$ cat src/rtl/pcoeff_result_combiner.sv
// Gathers per-lane pcoeff results with one grab pulse, reduces them
// through a registered adder tree and offers the total on valid/ready.
//
// Ports:
//   clk, rst_n            clock, async active-low reset
//   lane_avail[LANES]     per-lane result available
//   lane_grab[LANES]      one-cycle grab pulse to enabled lanes
//   lane_sum/lane_count   packed lane results, lane i at [i*W +: W]
//   lane_ecc[LANES]       per-lane ECC flag, OR-ed at grab
//   lane_activity         per-lane activity, summed free-running
//   lane_mask[LANES]      lane enables (PCOEFF_COMBINER_LANE_MASK_EN only)
//   out_valid/out_ready   result handshake
//   out_sum/out_count     totals, widths grow by LG bits
//   out_ecc               captured ECC OR
//   activity_sum          activity total, latency LG+1
//
// Optional feature macro: PCOEFF_COMBINER_LANE_MASK_EN
module pcoeff_result_combiner #(
  parameter  int LANES   = 4,
  parameter  int SUM_W   = 48,
  parameter  int COUNT_W = 13,
  parameter  int ACT_W   = 2,
  localparam int LG      = (LANES > 1) ? $clog2(LANES) : 0
) (
  input  logic                       clk,
  input  logic                       rst_n,
  input  logic [LANES-1:0]           lane_avail,
  output logic [LANES-1:0]           lane_grab,
  input  logic [LANES*SUM_W-1:0]     lane_sum,
  input  logic [LANES*COUNT_W-1:0]   lane_count,
  input  logic [LANES-1:0]           lane_ecc,
  input  logic [LANES*ACT_W-1:0]     lane_activity,
`ifdef PCOEFF_COMBINER_LANE_MASK_EN
  input  logic [LANES-1:0]           lane_mask,
`endif
  output logic                       out_valid,
  input  logic                       out_ready,
  output logic [SUM_W+LG-1:0]        out_sum,
  output logic [COUNT_W+LG-1:0]      out_count,
  output logic                       out_ecc,
  output logic [ACT_W+LG-1:0]        activity_sum
);

  localparam int OSW = SUM_W + LG;
  localparam int OCW = COUNT_W + LG;
  localparam int OAW = ACT_W + LG;

  typedef enum logic [1:0] {
    S_IDLE,
    S_GRAB,
    S_TREE,
    S_OUT
  } state_t;

  state_t state_q, state_d;

  logic             avail_all_q, avail_all_d;
  logic             rearm_q, rearm_d;
  logic             ecc_q, ecc_d;
  logic [7:0]       lvl_q, lvl_d;
  logic [LANES-1:0] en;
  logic             any_en;

  logic [OSW-1:0] sum_q  [LANES];
  logic [OSW-1:0] sum_d  [LANES];
  logic [OSW-1:0] sum_nx [LANES];
  logic [OCW-1:0] cnt_q  [LANES];
  logic [OCW-1:0] cnt_d  [LANES];
  logic [OCW-1:0] cnt_nx [LANES];

  logic [OAW-1:0] act_q [LG+1][LANES];
  logic [OAW-1:0] act_d [LG+1][LANES];

`ifdef PCOEFF_COMBINER_LANE_MASK_EN
  logic [LANES-1:0] mask_q, mask_d;

  // Mask follows the port in IDLE and freezes once a grab is decided.
  always_comb begin
    mask_d = mask_q;
    if (state_q == S_IDLE) begin
      mask_d = lane_mask;
    end
  end

  always_ff @(posedge clk or negedge rst_n) begin
    if (!rst_n) begin
      mask_q <= '0;
    end else begin
      mask_q <= mask_d;
    end
  end

  assign en     = (state_q == S_IDLE) ? lane_mask : mask_q;
  assign any_en = |mask_q;
`else
  assign en     = '1;
  assign any_en = 1'b1;
`endif

  // Masked-off lanes read as available.
  assign avail_all_d = &(lane_avail | ~en);

  // One adder level: node i sums nodes 2i and 2i+1. Nodes past the
  // operand count fall to zero, which pads odd levels.
  for (genvar i = 0; i < LANES; i++) begin : g_lvl
    if (2*i+1 < LANES) begin : g_pair
      assign sum_nx[i] = sum_q[2*i] + sum_q[2*i+1];
      assign cnt_nx[i] = cnt_q[2*i] + cnt_q[2*i+1];
    end else if (2*i < LANES) begin : g_odd
      assign sum_nx[i] = sum_q[2*i];
      assign cnt_nx[i] = cnt_q[2*i];
    end else begin : g_zero
      assign sum_nx[i] = '0;
      assign cnt_nx[i] = '0;
    end
  end

  // Activity: input register, then LG pipelined adder levels.
  for (genvar i = 0; i < LANES; i++) begin : g_act0
    assign act_d[0][i] = OAW'(lane_activity[i*ACT_W +: ACT_W]);
  end

  for (genvar k = 1; k <= LG; k++) begin : g_actk
    for (genvar j = 0; j < LANES; j++) begin : g_actj
      if (2*j+1 < LANES) begin : g_pair
        assign act_d[k][j] = act_q[k-1][2*j] + act_q[k-1][2*j+1];
      end else if (2*j < LANES) begin : g_odd
        assign act_d[k][j] = act_q[k-1][2*j];
      end else begin : g_zero
        assign act_d[k][j] = '0;
      end
    end
  end

  always_comb begin
    state_d   = state_q;
    rearm_d   = rearm_q;
    ecc_d     = ecc_q;
    lvl_d     = lvl_q;
    lane_grab = '0;
    for (int i = 0; i < LANES; i++) begin
      sum_d[i] = sum_q[i];
      cnt_d[i] = cnt_q[i];
    end

    if (!avail_all_q) begin
      rearm_d = 1'b1;
    end

    unique case (state_q)
      S_IDLE: begin
        if (avail_all_q && rearm_q && any_en) begin
          state_d = S_GRAB;
        end
      end
      S_GRAB: begin
        lane_grab = en;
        rearm_d   = 1'b0;
        lvl_d     = '0;
        ecc_d     = |(lane_ecc & en);
        for (int i = 0; i < LANES; i++) begin
          sum_d[i] = en[i] ? OSW'(lane_sum[i*SUM_W +: SUM_W]) : '0;
          cnt_d[i] = en[i] ? OCW'(lane_count[i*COUNT_W +: COUNT_W]) : '0;
        end
        state_d = (LG == 0) ? S_OUT : S_TREE;
      end
      S_TREE: begin
        for (int i = 0; i < LANES; i++) begin
          sum_d[i] = sum_nx[i];
          cnt_d[i] = cnt_nx[i];
        end
        lvl_d = lvl_q + 8'd1;
        if (lvl_q == 8'(LG - 1)) begin
          state_d = S_OUT;
        end
      end
      S_OUT: begin
        if (out_ready) begin
          state_d = S_IDLE;
        end
      end
      default: begin
        state_d = S_IDLE;
      end
    endcase
  end

  always_ff @(posedge clk or negedge rst_n) begin
    if (!rst_n) begin
      state_q     <= S_IDLE;
      avail_all_q <= 1'b0;
      rearm_q     <= 1'b1;
      ecc_q       <= 1'b0;
      lvl_q       <= '0;
      for (int i = 0; i < LANES; i++) begin
        sum_q[i] <= '0;
        cnt_q[i] <= '0;
      end
    end else begin
      state_q     <= state_d;
      avail_all_q <= avail_all_d;
      rearm_q     <= rearm_d;
      ecc_q       <= ecc_d;
      lvl_q       <= lvl_d;
      for (int i = 0; i < LANES; i++) begin
        sum_q[i] <= sum_d[i];
        cnt_q[i] <= cnt_d[i];
      end
    end
  end

  always_ff @(posedge clk or negedge rst_n) begin
    if (!rst_n) begin
      for (int k = 0; k <= LG; k++) begin
        for (int j = 0; j < LANES; j++) begin
          act_q[k][j] <= '0;
        end
      end
    end else begin
      for (int k = 0; k <= LG; k++) begin
        for (int j = 0; j < LANES; j++) begin
          act_q[k][j] <= act_d[k][j];
        end
      end
    end
  end

  assign out_valid    = (state_q == S_OUT);
  assign out_sum      = sum_q[0];
  assign out_count    = cnt_q[0];
  assign out_ecc      = ecc_q;
  assign activity_sum = act_q[LG][0];

endmodule

$ cat config.mk
export PLATFORM = sky130hd
export DESIGN_NAME = pcoeff_result_combiner
export DESIGN_NICKNAME = d
export VERILOG_FILES = /design/src/rtl/pcoeff_result_combiner.sv
export SDC_FILE = /design/constraint.sdc
export NUM_CORES = 1
export LEC_CHECK = 0
export CAP_MARGIN = 20
export CORE_ASPECT_RATIO = 1.2
export CORE_MARGIN = 2
export CORE_UTILIZATION = 50
export CTS_BUF_LIST = sky130_fd_sc_hd__clkbuf_2 sky130_fd_sc_hd__clkbuf_4 sky130_fd_sc_hd__clkbuf_8
export DETAILED_ROUTE_END_ITERATION = 8
export PLACE_DENSITY = 0.76
export SYNTH_ARGS = -nofsm -noshare
export SYNTH_HDL_FRONTEND = slang
export SYNTH_SLANG_ARGS = --single-unit
$ cat constraint.sdc
create_clock -name clk -period 3.7 [get_ports clk]
set_clock_uncertainty 0.2 [all_clocks]
set_input_delay 0.555 -clock clk [delete_from_list [all_inputs] [get_ports clk]]
set_output_delay 0.555 -clock clk [all_outputs]
set_load 0.01 [all_outputs]
; ---- Word-level counts from Yosys, hierarchy flattened
; Index checks and enable logic that the tools add are counted.
; W data, S select, Z words.
[totals]
register_bits = 291
latchBits = 0
ram_bits = 0
mem_bits_ro = 0
inputBits = 263
output_inout_bits = 75
elab_cells = 52
n_memories = 0
[op_classes]
add_sub_neg = 8
mul = 0
div_mod_pow = 0
n_lt_le_gt_ge = 0
n_eq_ne = 8
shifts = 0
n_mux = 10
bitwise_logic = 0
n_reduce_logical = 6
[ops]
columns = op, count
row1 = $pmux W200 S2, 1
row2 = $pmux W60 S2, 1
row3 = $add A50 B50 Y50, 2
row4 = $add A15 B15 Y15, 2
row5 = $pmux W8 S2, 1
row6 = $add A8 B1 Y8 const B, 1
row7 = $eq A8 B1 Y1 const B, 1
row8 = $pmux W2 S4, 1
row9 = $add A2 B2 Y3, 2
row10 = $mux W2, 3
row11 = $add A3 B3 Y4, 1
row12 = $eq A2 B2 Y1 const B, 2
row13 = $mux W4, 1
row14 = $ne A2 B1 Y1 const B, 2
row15 = $ne A2 B2 Y1 const B, 2
row16 = $reduce_and A4 Y1, 1
row17 = $reduce_or A4 Y1, 1
row18 = $reduce_and A3 Y1, 1
row19 = $eq A2 B1 Y1 const B, 1
row20 = $logic_not A2 Y1, 1
row21 = $mux W1, 2
row22 = $reduce_bool A2 Y1, 1
row23 = $logic_and A1 B1 Y1, 1

; ---- Longest topological paths before layout
; Gate-level depths: netlist (run 1).
[depth]
ltp_word = 3
ltp_mapped = 13
mapped_depth_nobuf = 13

; ---- Worst setup path after synthesis (run 1)
; OpenSTA, ideal clock, no wires.
[synth_timing]
kind = flip-flop to flip-flop
from = reg sum_q, in the netlist out_sum[0]
to = reg sum_q, in the netlist out_sum[48]
setup_ps = 121
t_arrival_ps = 3038
t_required_ps = 3379
path_slack_ps = 341
path_stages_with_launch = 13
n_path_buf = 0
synth_period_minus_slack_ps = 3359
cell_sequence = dfrtp_1 > ha_1 > fa_1 > a211oi_1 > o21ai_0 > o221ai_1 > o211ai_1 > a2111oi_0 > nor2_1 > a31oi_1 > o21ai_0 > xor2_1 > a22o_1
[synth_between]
elab_chain_len = 2
[synth_lines]
columns = element, line_no
row1 = "start, declared", 64  ; logic [OSW-1:0] sum_q [LANES];
row2 = "start signal, assigned by index", 206  ; sum_q[i] <= sum_d[i];
row3 = $add A50 B50 Y50, 107  ; assign sum_nx[i] = sum_q[2*i] + sum_q[2*i+1];
row4 = $pmux W200 S2, 150  ; unique case (state_q)
; Every way passes these cells. The select of a mux whose other input is x is not followed.
; A chain may end at the register's enable or synchronous reset.

; ---- Final worst setup path (run 1)
[layout_timing]
from = reg sum_q[0] (netlist name)
to = reg sum_q[138] (netlist name)
; Same word-level chain as after synthesis.

==> flow_metrics.py, run 1 <==
metrics = {
    "synth": {
        "synth_cells": 2019,
        "avgSynthCellArea_um2": 9.40,
        "synth_xor_area_share_pct": 4.89,
        "synth-main-ff-cell": "dfrtp_1",
        "synthMuxAreaShare_pct": 5.13,
        "synth-simple-area-share_pct": 14.3,
        "yosysUniqueCellTypes": 81,
        "synth-edff-count": 0,
        "synth.ff_latch_count": 281,
        "syn-cell-area_um2": 19000,
        "synth-seq-area-share_pct": 37.0,
        "synthAdderAreaFrac_pct": 9.70,
        "synth_nets": 2425,
        "synthArstFlopShare_pct": 100,
        "synth_top_family_by_area": "compound AO/OA/AOI/OAI gates",
        "yosys_warnings": 0,
        "synth_compound_area_share_pct": 22.5,
    },
    "worst_setup_path": {
        "regToRegSetupSlack_ps": 190,
        "arrival_ps": 3810,
        "worst_setup_path_start_kind": "flip-flop",
        "worstPathMaxFanout": 3,
        "worst_setup_path_end_kind": "flip-flop",
        "cpPeakStageDelay_ps": 410,
        "path_class": "flip-flop to flip-flop",
        "critPathRequiredTime_ps": 3990,
        "cp-startpoint": "sum_q[0]$_DFFE_PN0P_",
        "reg2reg_depth": 14,
        "r2r_start": "sum_q[0]$_DFFE_PN0P_",
        "r2r-end": "sum_q[138]$_DFFE_PN0P_",
        "cp-endpoint": "sum_q[138]$_DFFE_PN0P_",
        "critPathBufInv": 2,
        "critPathTopFamily": "compound AO/OA/AOI/OAI gates",
        "worstPathCellList": "ha_1 > fa_1 > a21o_1 > a221o_1 > nand2_1 > nand2_1 > a31oi_1 > buf_4 > o31ai_1 > a221oi_2 > buf_4 > o21ai_0 > mux2i_1 > a311o_1",
        "worstSetupPathDepth": 14,
        "slowest_stage": "fa_1",
    },
    "clock_network": {
        "cts.sinks": 281,
        "cts_root_buffer": "clkbuf_8",
        "clk_latency_ps": 610,
        "path_clk_slew_ps": 60,
        "cts-htree-levels": 2,
        "cts_tree": "built",
        "cts_buffers": 48,
        "clockBufferDepth": 3,
    },
    "sta": {
        "clock.fmax_mhz": 285,
        "min_period_over_period_pct": 95.0,
        "worstMarginPinSlew_ps": 924,
        "final_hold_viol_count": 0,
        "max_slew_margin_pct": 38.4,
        "period_needed_ps": 3510,
        "rsz0062_at_grt": "true",
        "setup-violations-final": 0,
        "setup_tns_ps": 0,
        "drv_slew": 0,
    },
    "cells_and_area": {
        "area_delta_synth_final_pct": 22.7,
        "fin_nets": 2656,
        "drive_gt1_share_pct": 11.7,
        "layout_commonest_cell": "clkdlybuf4s50_1",
        "final_cell_mix": "clkdlybuf4s50_1 (336), dfrtp_1 (280), a21oi_1 (208)",
        "nFillCells": 3197,
        "instances_no_fill": 2775,
    },
    "global_route": {
        "grt_pass1_wl_um": 82500,
        "grt_pass1_vias": 15799,
        "grtUsageTotal_pct": 26.2,
        "grt-ovfl-total": 0,
        "grt_max_degree": 127,
        "antenna_found_initial": 9,
    },
    "hold_path": {
        "worst_hold_path_type": "input pin to flip-flop",
    },
    "place": {
        "gp_congestion": 0.896,
        "io_buffer_count": 337,
        "placedCellCount": 2678,
        "dp_hpwl_um": 39400,
    },
    "pwr": {
        "vdd_ir_drop_max_v": 0.000490,
        "leakagePower_uw": 0.0102,
        "p_per_area_nw_per_um2": 1150,
    },
    "detailed_routing": {
        "drc": 0,
        "drtIter0Drc": 849,
        "antenna_left": 0,
        "finalWirelength_um": 52600,
        "firstDrtPassIters": 5,
        "routed-via-count": 15924,
        "routedWlPerCell_um": 19.0,
        "via_per_inst": 5.74,
    },
    "floorplanning": {
        "die_x_um": 182,
        "io-pin-count": 338,
        "core_um2": 37700,
        "start_util_pct": 50.4,
        "die_area_um2": 39600,
        "die_h_um": 217,
        "placementRows": 78,
    },
    "job": {
        "drv_cap": 0,
    },
    "status": {
        "status": "finished clean",
    },
}
kinds of logic after synthesis:
group | after synthesis
AO/OA/AOI/OAI | 623
AND/OR/NAND/NOR | 546
flip-flops | 281
buffers and inverters | 223
adder cells (fa/ha/maj) | 143
XOR/XNOR | 106
multiplexers | 97
where the power goes:
group          internal [uW]  switching, uW  leakage, uW
sequential              4580           1080      0.00337
clock                   1790           1310     0.000571
combinational           8000          10100      0.00627
total                  14400          12500       0.0102
timing repair:
action | CTS | global route
endpoints found under the setup margin | 0 | 12
buffers inserted | 0 | 1
endpoints found under the hold margin | 70 | 0
hold buffers | 1 | 0
resized for setup | 0 | 7
how the worst min path moves through the flow:
stage	endpoint	cells past startpoint	slack [ps]	startpoint
after floorplan	act_q[24]$_DFF_PN0_	0	60	rst_n
after global placement	rearm_q$_DFFE_PN1P_	1	200	avail_all_q$_DFF_PN0_
after detailed placement	rearm_q$_DFFE_PN1P_	1	220	avail_all_q$_DFF_PN0_
after CTS	act_q[33]$_DFF_PN0_	1	160	lane_activity[7]
after global routing	act_q[44]$_DFF_PN0_	1	190	lane_activity[0]
final	act_q[37]$_DFF_PN0_	1	210	lane_activity[5]
synthesized netlist by cell type (all sizes together) (37+ instances only):
cell	n	share of area, %
mux2i	95	5.0
o21ai	72	2.0
xor2	39	1.8
nor2b	138	4.5
nand3	37	0.98
dfrtp	280	37
a21o	58	2.3
inv	40	0.79
nand2	97	1.9
a31o	122	5.6
nor2	171	3.4
a21oi	209	5.5
clkbuf	91	2.0
ha	136	9.0
buf	89	3.3
xnor2	67	3.1
metal layers:
layer,wire (um),GRT usage [%],vias to the layer above
li1,-,-,7707
met1,23800,36.2,7596
met2,23900,41.6,513
met3,2960,3.52,106
met4,1920,10.9,2
met5,15,0,-
sequential cells by signal, indices dropped and copies added, names as in the netlist, 2 cells and up:
name / flops
act_q: 14
state_q: 2
out_sum: 50
lvl_q: 8
cnt_q: 40
sum_q: 145
out_count: 15
activity_sum: 4
worst reg2reg max path, delay by kind of cell, from the launching register on:
family / cells / cell delay [ps]
muxes: 1 / 140
buffers and inverters: 2 / 330
DFF: 1 / 380
AOI/OAI and AO/OA: 7 / 1530
and+or+nand+nor: 2 / 190
adders and majority gates: 2 / 650
cell type report:
type                    count  area, um^2  share of cell area [%]
flip-flops and latches    281        7030                    30.2
repair buffers            364        3630                    15.6
clock inverters            11         111                   0.478
inverters                  40         153                   0.655
well taps                 480         601                    2.58
clock buffers              75         963                    4.14
multi-input cells        1515       10800                    46.3
diodes                      9        22.5                  0.0967
through the flow:
stage	cell area [um^2]	setup slack (ps)	utilization, %	total power, uW	hold WS [ps]
after global placement	22200	64.2	58.8	23000	197
after global routing	23300	14.9	61.8	29100	188
after detailed placement	22200	23.4	58.8	23500	218
final	23300	186	61.8	26900	214
after floorplan	19000	341	-	19600	59.4
after CTS	23200	7.90	61.7	26700	162
Note: power is estimated with default switching activity, not from simulation.
==> run 2, diff against run 1 <==
CAP_MARGIN = 15   (was 20)
PLACE_DENSITY = 0.79   (was 0.76)
clock period = 2.95 ns   (was 3.7 ns; I/O delays follow)
==> run 2 against run 1 <==
The flow now finishes with violations (setup timing). Non-clock buffer count up 196. Clock-buffer cell count down 3. Critical path type unchanged. Die area unchanged. Worst setup slack worse by 470 ps.
==> flow_metrics.py, run 2 (same netlist as run 1, synthesis figures left out) <==
metrics = {
    "detailed_routing": {
        "routedWlPerCell_um": 19.2,
        "routed-via-count": 16893,
        "drc": 0,
        "firstDrtPassIters": 5,
        "finalWirelength_um": 57000,
        "drtIter0Drc": 979,
        "route.met3.wl_um": 3310,
        "dr.max_layer_used": "met4",
        "via_per_inst": 5.69,
        "antenna_left": 0,
        "dr_wl_met2_um": 27400,
        "met1_length_um": 24200,
    },
    "worst_setup_path": {
        "worst_setup_path_end_kind": "flip-flop",
        "critPathTopFamily": "compound AO/OA/AOI/OAI gates",
        "critPathRequiredTime_ps": 3230,
        "arrival_ps": 3520,
        "worst_setup_path_start_kind": "flip-flop",
        "worstPathCellList": "ha_2 > fa_2 > a21o_1 > a221o_1 > nand2_1 > nand2_2 > a31oi_4 > o31ai_4 > a221oi_2 > o221a_2 > mux2i_1 > a211o_1",
        "slowest_stage": "dfrtp_1",
        "worstPathMaxFanout": 3,
        "critPathBufInv": 0,
        "path_class": "flip-flop to flip-flop",
        "cpPeakStageDelay_ps": 380,
    },
    "cells_and_area": {
        "layout_commonest_cell": "clkdlybuf4s50_1",
        "utilization_pct": 69.2,
        "drive_gt1_share_pct": 24.5,
        "final_cell_mix": "clkdlybuf4s50_1 (336), dfrtp_1 (278), buf_4 (194)",
        "top_register": "sum_q",
        "nFillCells": 2878,
        "area_delta_synth_final_pct": 37.2,
        "instances_no_fill": 2967,
        "largest_reg_flops": 145,
        "fin_nets": 2853,
    },
    "sta": {
        "clock.fmax_mhz": 309,
        "min_period_over_period_pct": 110,
        "rsz0062_at_grt": "true",
        "final_hold_viol_count": 0,
        "worstMarginPinSlew_ps": 617,
        "period_needed_ps": 3240,
        "setup-violations-final": 36,
        "drv_slew": 0,
        "fin_ws_ps": -288,
        "max_slew_margin_pct": 58.9,
    },
    "pwr": {
        "seqPwrFrac_pct": 18.3,
        "p_sw_share_pct": 44.9,
        "vdd_ir_drop_max_v": 0.000861,
        "p_per_area_nw_per_um2": 1530,
        "p_int_uw": 22000,
        "power.total_uw": 39900,
        "power_switching_uw": 17900,
        "combPwrFrac_pct": 71.6,
        "leakagePower_uw": 0.0114,
        "clkPwrFrac_pct": 10.2,
    },
    "place": {
        "gp_congestion": 0.960,
        "placedCellCount": 2844,
        "io_buffer_count": 337,
        "dp_hpwl_um": 42000,
    },
    "global_route": {
        "grtUsageTotal_pct": 28.0,
        "grt_max_degree": 114,
        "grt-ovfl-total": 0,
        "grt_pass1_wl_um": 88300,
        "antenna_found_initial": 4,
        "grt_pass1_vias": 16880,
    },
    "status": {
        "failed_checks": "setup timing",
        "status": "finished, violations left",
    },
    "clock_network": {
        "clk_latency_ps": 610,
        "cts_buffers": 49,
        "path_clk_slew_ps": 60,
        "cts.sinks": 281,
        "clockBufferDepth": 3,
        "cts_root_buffer": "clkbuf_8",
        "cts-htree-levels": 2,
        "cts_tree": "built",
    },
    "floorplanning": {
        "placementRows": 78,
        "io-pin-count": 338,
        "die_area_um2": 39600,
        "die_h_um": 217,
        "start_util_pct": 50.4,
        "core_um2": 37700,
        "die_x_um": 182,
    },
    "hold_path": {
        "worst_hold_path_type": "input pin to flip-flop",
    },
    "job": {
        "drv_cap": 0,
    },
}
-- run 2: changes by cell type in the layout (fill, tap and decap cells not counted), moves of 15 or more --
cell	change
a21oi_1	-19
buf_4	+172
buf_6	+17
o21ai_2	+15
ha_4	+24
a21oi_2	+17
ha_1	-29
o21ai_0	-25
-- run 2: final cells by class --
cell class / instances / area (um^2) / share of cell area [%]
antenna: 5 / 12.5 / 0.0480
clock inverter: 14 / 203 / 0.778
sequential: 281 / 7040 / 27.0
inverter: 40 / 153 / 0.586
clock buffer: 72 / 897 / 3.44
tap: 480 / 601 / 2.31
timing repair buffer: 560 / 5260 / 20.2
multi-input combinational: 1515 / 11900 / 45.7
-- run 2: path summary, 6_finish.rpt --
path	to	startpoint	depth (start not counted)	slack (ps)
worst max register to register	sum_q[140]$_DFFE_PN0P_	sum_q[50]$_DFFE_PN0P_	12	-290
min in group asynchronous	activity_sum[0]$_DFF_PN0_	rst_n	2	210
max in group asynchronous	cnt_q[2]$_DFFE_PN0P_	rst_n	3	1540
worst min register to register	rearm_q$_DFFE_PN1P_	avail_all_q$_DFF_PN0_	1	230
worst max-delay path	sum_q[140]$_DFFE_PN0P_	sum_q[50]$_DFFE_PN0P_	12	-290
worst min-delay path	act_q[41]$_DFF_PN0_	lane_activity[3]	1	90
-- run 2: power by group through the flow --
stage | logic, uW | registers, uW | clock network [uW]
2_1_floorplan | 18100 | 6600 | 0
3_3_place_gp | 24600 | 7080 | 0
3_5_place_dp | 25200 | 7160 | 0
4_1_cts | 26800 | 7210 | 4140
5_1_grt | 31100 | 7440 | 4280
6_report | 28600 | 7290 | 4060
-- run 2: repair_timing --
item,CTS,global route
hold buffers,1,0
buffers inserted,19,17
pin swaps,90,106
setup endpoints to repair,52,66
resized for setup,100,109
hold endpoints to repair,66,0
-- run 2: stage by stage --
stage                     setup TNS, ps  hold slack (ps)  instance area, um^2  worst slack [ps]
final                             -3480             94.0                26100              -288
after global routing              -8760             74.2                26100              -393
after CTS                         -2400             57.7                25400              -235
after detailed placement          -7070              212                23600              -369
after global placement            -4350              199                23600              -302
after floorplan                    -621            -53.1                19100              -184
-- run 2: routing by layer --
| layer | GRT usage (%) | vias to the layer above |
|---|---|---|
| li1 | - | 8087 |
| met1 | 37.1 | 8120 |
| met2 | 46.9 | 571 |
| met3 | 3.94 | 115 |
| met4 | 10.4 | 0 |
| met5 | 0 | - |
==> run 3, diff against run 2 <==
--- a/config.mk
+++ b/config.mk
@@ -12,4 +12,6 @@
 export CTS_BUF_LIST = sky130_fd_sc_hd__clkbuf_2 sky130_fd_sc_hd__clkbuf_4 sky130_fd_sc_hd__clkbuf_8
 export DETAILED_ROUTE_END_ITERATION = 8
+export GPL_ROUTABILITY_DRIVEN = 0
+export MAX_ROUTING_LAYER = met4
 export PLACE_DENSITY = 0.79
 export SYNTH_ARGS = -nofsm -noshare
--- a/constraint.sdc
+++ b/constraint.sdc
@@ -3,3 +3,3 @@
 set_input_delay 0.4425 -clock clk [delete_from_list [all_inputs] [get_ports clk]]
 set_output_delay 0.4425 -clock clk [all_outputs]
-set_load 0.01 [all_outputs]
+set_load 0.05 [all_outputs]
==> run 3 against run 2 <==
Die area unchanged. Clock-buffer cell count is 1 higher. Non-clock buffer count fell by 4. Worst setup slack better by 9.2 ps. Register-to-register slack hardly changed. Cell count decreased by 0.17%. Largest cell class unchanged. Critical path type unchanged. Final area is 1.2% lower. Via count is 1.3% higher. Core utilization shrank 0.81 points. Sequential share of layout area increased by 0.32 points. Fmax increased by 0.28%. The flow still finishes with violations (setup timing). Critical endpoint is now sum_q[148]$_DFFE_PN0P_.
==> flow_metrics.py, run 3 (same netlist as run 1, synthesis figures left out) <==
metrics = {
    "sta": {
        "period_needed_ps": 3230,
        "drv_slew": 0,
        "min_period_over_period_pct": 109,
        "rsz0062_at_grt": "true",
        "final_hold_viol_count": 0,
        "worstMarginPinSlew_ps": 593,
        "setup-violations-final": 38,
        "fin_ws_ps": -279,
        "clock.fmax_mhz": 310,
        "max_slew_margin_pct": 60.3,
    },
    "place": {
        "place_area_um2": 23500,
        "dp_hpwl_um": 41400,
        "placedCellCount": 2835,
        "io_buffer_count": 337,
    },
    "cells_and_area": {
        "stdcell_area_um2": 25700,
        "top_register": "sum_q",
        "layout_commonest_cell": "clkdlybuf4s50_1",
        "instances_no_fill": 2962,
        "drive_gt1_share_pct": 23.3,
        "area_delta_synth_final_pct": 35.6,
        "fin_nets": 2846,
        "final_cell_mix": "clkdlybuf4s50_1 (332), dfrtp_1 (278), buf_4 (196)",
        "largest_reg_flops": 145,
    },
    "worst_setup_path": {
        "slowest_stage": "dfrtp_1",
        "critPathBufInv": 3,
        "critPathRequiredTime_ps": 3240,
        "crit_path_frequent_cell": "buf_4",
        "worst_setup_path_start_kind": "flip-flop",
        "cpPeakStageDelay_ps": 390,
        "worst_setup_path_end_kind": "flip-flop",
        "arrival_ps": 3520,
        "critPathTopFamily": "compound AO/OA/AOI/OAI gates",
        "worstPathCellList": "ha_1 > buf_4 > inv_1 > o21ai_0 > nand2_1 > o22ai_1 > a211oi_2 > o31ai_4 > a221oi_2 > o221a_2 > buf_4 > o31ai_1 > a22o_1",
        "worstPathMaxFanout": 4,
        "path_class": "flip-flop to flip-flop",
    },
    "detailed_routing": {
        "routedWlPerCell_um": 19.2,
        "antenna_left": 0,
        "via_per_inst": 5.78,
        "firstDrtPassIters": 5,
        "drtIter0Drc": 1006,
        "finalWirelength_um": 57000,
        "routed-via-count": 17113,
        "drc": 0,
    },
    "hold_path": {
        "worst_hold_path_type": "input pin to flip-flop",
    },
    "floorplanning": {
        "die_h_um": 217,
        "core_um2": 37700,
        "die_x_um": 182,
        "io-pin-count": 338,
        "die_area_um2": 39600,
        "start_util_pct": 50.4,
        "placementRows": 78,
    },
    "global_route": {
        "grt-ovfl-total": 0,
        "grtUsageTotal_pct": 28.3,
        "grt_pass1_vias": 17014,
        "grt_max_degree": 139,
        "grt_pass1_wl_um": 87100,
        "antenna_found_initial": 3,
    },
    "job": {
        "drv_cap": 0,
    },
    "clock_network": {
        "cts_tree": "built",
        "clockBufferDepth": 3,
        "cts_root_buffer": "clkbuf_8",
        "cts-htree-levels": 2,
        "cts.sinks": 281,
        "cts_buffers": 46,
        "path_clk_slew_ps": 60,
        "clk_latency_ps": 600,
    },
    "status": {
        "failed_checks": "setup timing",
        "status": "finished, violations left",
    },
}
## run 3: cell types whose count changed in the layout (fill, tap and decap cells not counted), sizes merged
| cell | previous run | this run |
|---|---|---|
| clkinvlp | 3 | 1 |
| diode | 5 | 4 |
| clkdlybuf4s50 | 336 | 332 |
| clkbuf | 72 | 73 |
| dlygate4sd2 | 0 | 4 |
| clkinv | 7 | 10 |
| buf | 223 | 219 |
| bufinv | 5 | 3 |
## run 3: metrics by stage
stage                     util [%]  TNS, ps  worst slack [ps]  hold WS, ps
after detailed placement      62.3    -6990              -387          208
after global routing          68.3    -9070              -396         78.9
after global placement        62.3    -3990              -294          206
final                         68.3    -4040              -279          104
after floorplan                  -     -621              -184        -53.1
after CTS                     66.3    -2990              -236         60.5
## run 3: metal layers
metal | global-route usage (%) | vias to the layer above | share of wire (%)
met5 | - | - | 0
met4 | 11.9 | 0 | 4.4
met3 | 3.66 | 167 | 6.4
met2 | 45.6 | 662 | 48
met1 | 36.1 | 8201 | 42
li1 | - | 8083 | -
## run 3: path summary, 6_finish.rpt
check,startpoint,endpoint,slack [ps],cells after the start
min in group asynchronous,rst_n,act_q[40]$_DFF_PN0_,220,2
setup reg to reg,sum_q[25]$_DFFE_PN0P_,sum_q[148]$_DFFE_PN0P_,-280,13
hold / removal,lane_activity[3],act_q[41]$_DFF_PN0_,100,1
setup / recovery,sum_q[25]$_DFFE_PN0P_,sum_q[148]$_DFFE_PN0P_,-280,13
hold reg to reg,avail_all_q$_DFF_PN0_,rearm_q$_DFFE_PN1P_,220,1
max in group asynchronous,rst_n,rearm_q$_DFFE_PN1P_,1550,3
## run 3: cell type report
cell class / count / area, um^2
diodes: 4 / 10.0
multi-input cells: 1515 / 11700
clock inverters: 13 / 143
flip-flops and latches: 281 / 7040
well taps: 480 / 601
fillers: 2859 / 11900
inverters: 40 / 153
clock buffers: 73 / 917
repair buffers: 556 / 5170
## run 3: what timing repair did
action	CTS	global route
buffers inserted	15	24
setup endpoints to repair	54	67
gates resized for setup	73	108
pin swaps	66	84
cloned	0	0
hold buffers	1	0
endpoints found under the hold margin	67	0
## run 3: worst register-to-register path: cells and delay by family (launching register included)
kind | cells | cell delay [ps]
compound gates | 8 | 1650
buf+inv | 3 | 410
flops | 1 | 390
fa+ha+maj | 1 | 350
simple gates | 1 | 150
Power of run 3 is left out: the tool's default activity adds up to more than one toggle a clock period on the data nets, which glitch-free logic cannot reach.
==> patch, RTL diff (flow settings as in run 2) <==
Add a define of `PCOEFF_COMBINER_LANE_MASK_EN`.
--- a/src/rtl/pcoeff_result_combiner.sv
+++ b/src/rtl/pcoeff_result_combiner.sv
@@ -16,4 +16,6 @@
 //
 // Optional feature macro: PCOEFF_COMBINER_LANE_MASK_EN
+`define PCOEFF_COMBINER_LANE_MASK_EN
+
 module pcoeff_result_combiner #(
   parameter  int LANES   = 4,
Interface: changed (added lane_mask); port bits go from 338 to 342. No check against the original RTL was run, so the function may have changed too.
==> patch against run 2 <==
  * The run still ends with negative setup slack left
  * First-iteration DRC count increased by 63%
  * Count of clock-buffer cells in the layout increased by 4
  * Maximum frequency decreased by 9.1%
  * Synthesized area decreased by 5.7%
  * Sequential cell count increased by 4
  * Sequential power decreased by 5.8%
  * Wire length increased by 14%
  * Total power decreased by 10%
  * Hold slack improved by 0.00091 ns
  * Die area decreased by 5.6%
  * Setup slack got worse by 0.32 ns
  * Final area increased by 3.9%
==> patch: results (changes against run 2) <==
* Status: complete, but fails checks (unchanged)
* Violated checks: negative setup slack (unchanged)
* Initial DRC Count at 1591 (was 979)
* Peak supply drop at 1480 uV (was 861 uV)
* Final setup violating endpoints at 53 (was 36)
* Global-route wire length before repair at 97600 um (was 88300 um)
* Met2 usage at 54.5% (was 46.9%)
* GR Layer Usage met1 at 43.2% (was 37.1%)
* Crit-path max cell delay at 0.44 ns (was 0.38 ns)
* Initial antenna violation count at 7 (was 4)
* RePlAce Congestion at 0.953 (was 0.960)
* GRT Overall Usage at 33.3% (was 28.0%)
* Synth area leaders: dfrtp_1 (40%), ha_1 (9.4%), a22o_1 (6.0%), nor2_1 (4.6%), a21oi_1 (4.3%) (was dfrtp_1 (37%), ha_1 (9.0%), a31o_2 (5.6%), a21oi_1 (5.5%), mux2i_1 (5.0%))
* Avg Cell Area, Syn at 9.51 sq um (was 9.40 sq um)
* Drt wl/cell at 21.4 um (was 19.2 um)
* Pleak at 12.6 nW (was 11.4 nW)
* Int Power at 19.6 mW (was 22.0 mW)
* TritonCTS buffer count at 47 (was 49)
* Register area share after synthesis at 39.9% (was 37.0%)
* Cell Area, Placed at 0.0240 sq mm (was 0.0236 sq mm)
* Max_slew headroom at 44.9% (was 58.9%)
* Dpl hpwl at 45100 um (was 42000 um)
* Drt first pass iters at 6 (was 5)
* DR vias at 18.1k (was 16.9k)
* Min Hold Slack at 0.0949 ns (was 0.0940 ns)
* Yosys cell types at 76 (was 81)
* Pre-CTS setup slack at -0.663 ns (was -0.369 ns)
* Reg2reg path depth at 13 (was 12)
* Synth Area in Compound Gates at 26.0% (was 22.5%)
* Final worst slack at -0.612 ns (was -0.288 ns)
* CP max stage cell: a2111o_1 (was dfrtp_1)
* Met1 wire length at 25700 um (was 24200 um)
* Mux share of post-synthesis cell area at 0.755% (was 5.13%)
==> patch: area by class of cell <==
class	instances	area [sq um]
Sequential cell	285	7140
Clock buffer	76	946
Timing Repair Buffer	758	6750
Inverter	48	185
Multi-Input combinational cell	1386	11400
Tap cell	462	578
Fill cell	2274	8030
Clock inverter	7	62.6
Antenna cell	9	22.5
==> patch: worst max-delay path: cells and delay by family (launching register included) <==
family,cells,cell delay [ns]
AOI/OAI and AO/OA,10,2.03
DFF,1,0.42
muxes,1,0.31
adders and majority gates,1,0.30
buffers and inverters,1,0.20
==> patch: power groups by stage <==
stage          Combinational (mW)  Sequential, mW  Clock (mW)
3_5_place_dp                 21.2            6.70           0
3_3_place_gp                 20.7            6.61           0
6_report                     25.2            6.87        3.77
5_1_grt                      27.0            7.00        3.99
2_1_floorplan                13.3            6.31           0
4_1_cts                      22.9            6.77        3.82
==> patch: worst paths after layout <==
check | startpoint | endpoint
worst max-delay path | sum_q[60] | sum_q[147]
worst min-delay path | lane_activity[6] | act_q[32]
worst max register to register | sum_q[60] | sum_q[147]
worst min register to register | avail_all_q | rearm_q
max in group asynchronous | rst_n | rearm_q
min in group asynchronous | rst_n | sum_q[2]
==> patch: timing repair <==
item | CTS | global route
buffers inserted | 41 | 41
hold endpoints to repair | 70 | 0
gates resized for setup | 150 | 142
cloned | 0 | 0
hold buffers | 1 | 0
pin swaps | 107 | 113
setup endpoints to repair | 66 | 83
==> patch: logic make-up (layout without fill, tap and decap cells) <==
| family | Yosys count | count (layout) |
|---|---|---|
| XOR/XNOR | 103 | 103 |
| flip-flops | 285 | 285 |
| AO/OA/AOI/OAI | 656 | 656 |
| multiplexers | 13 | 13 |
| buffers and inverters | 211 | 889 |
| other | 0 | 9 |
| adder cells (fa/ha/maj) | 142 | 142 |
| AND/OR/NAND/NOR | 472 | 472 |
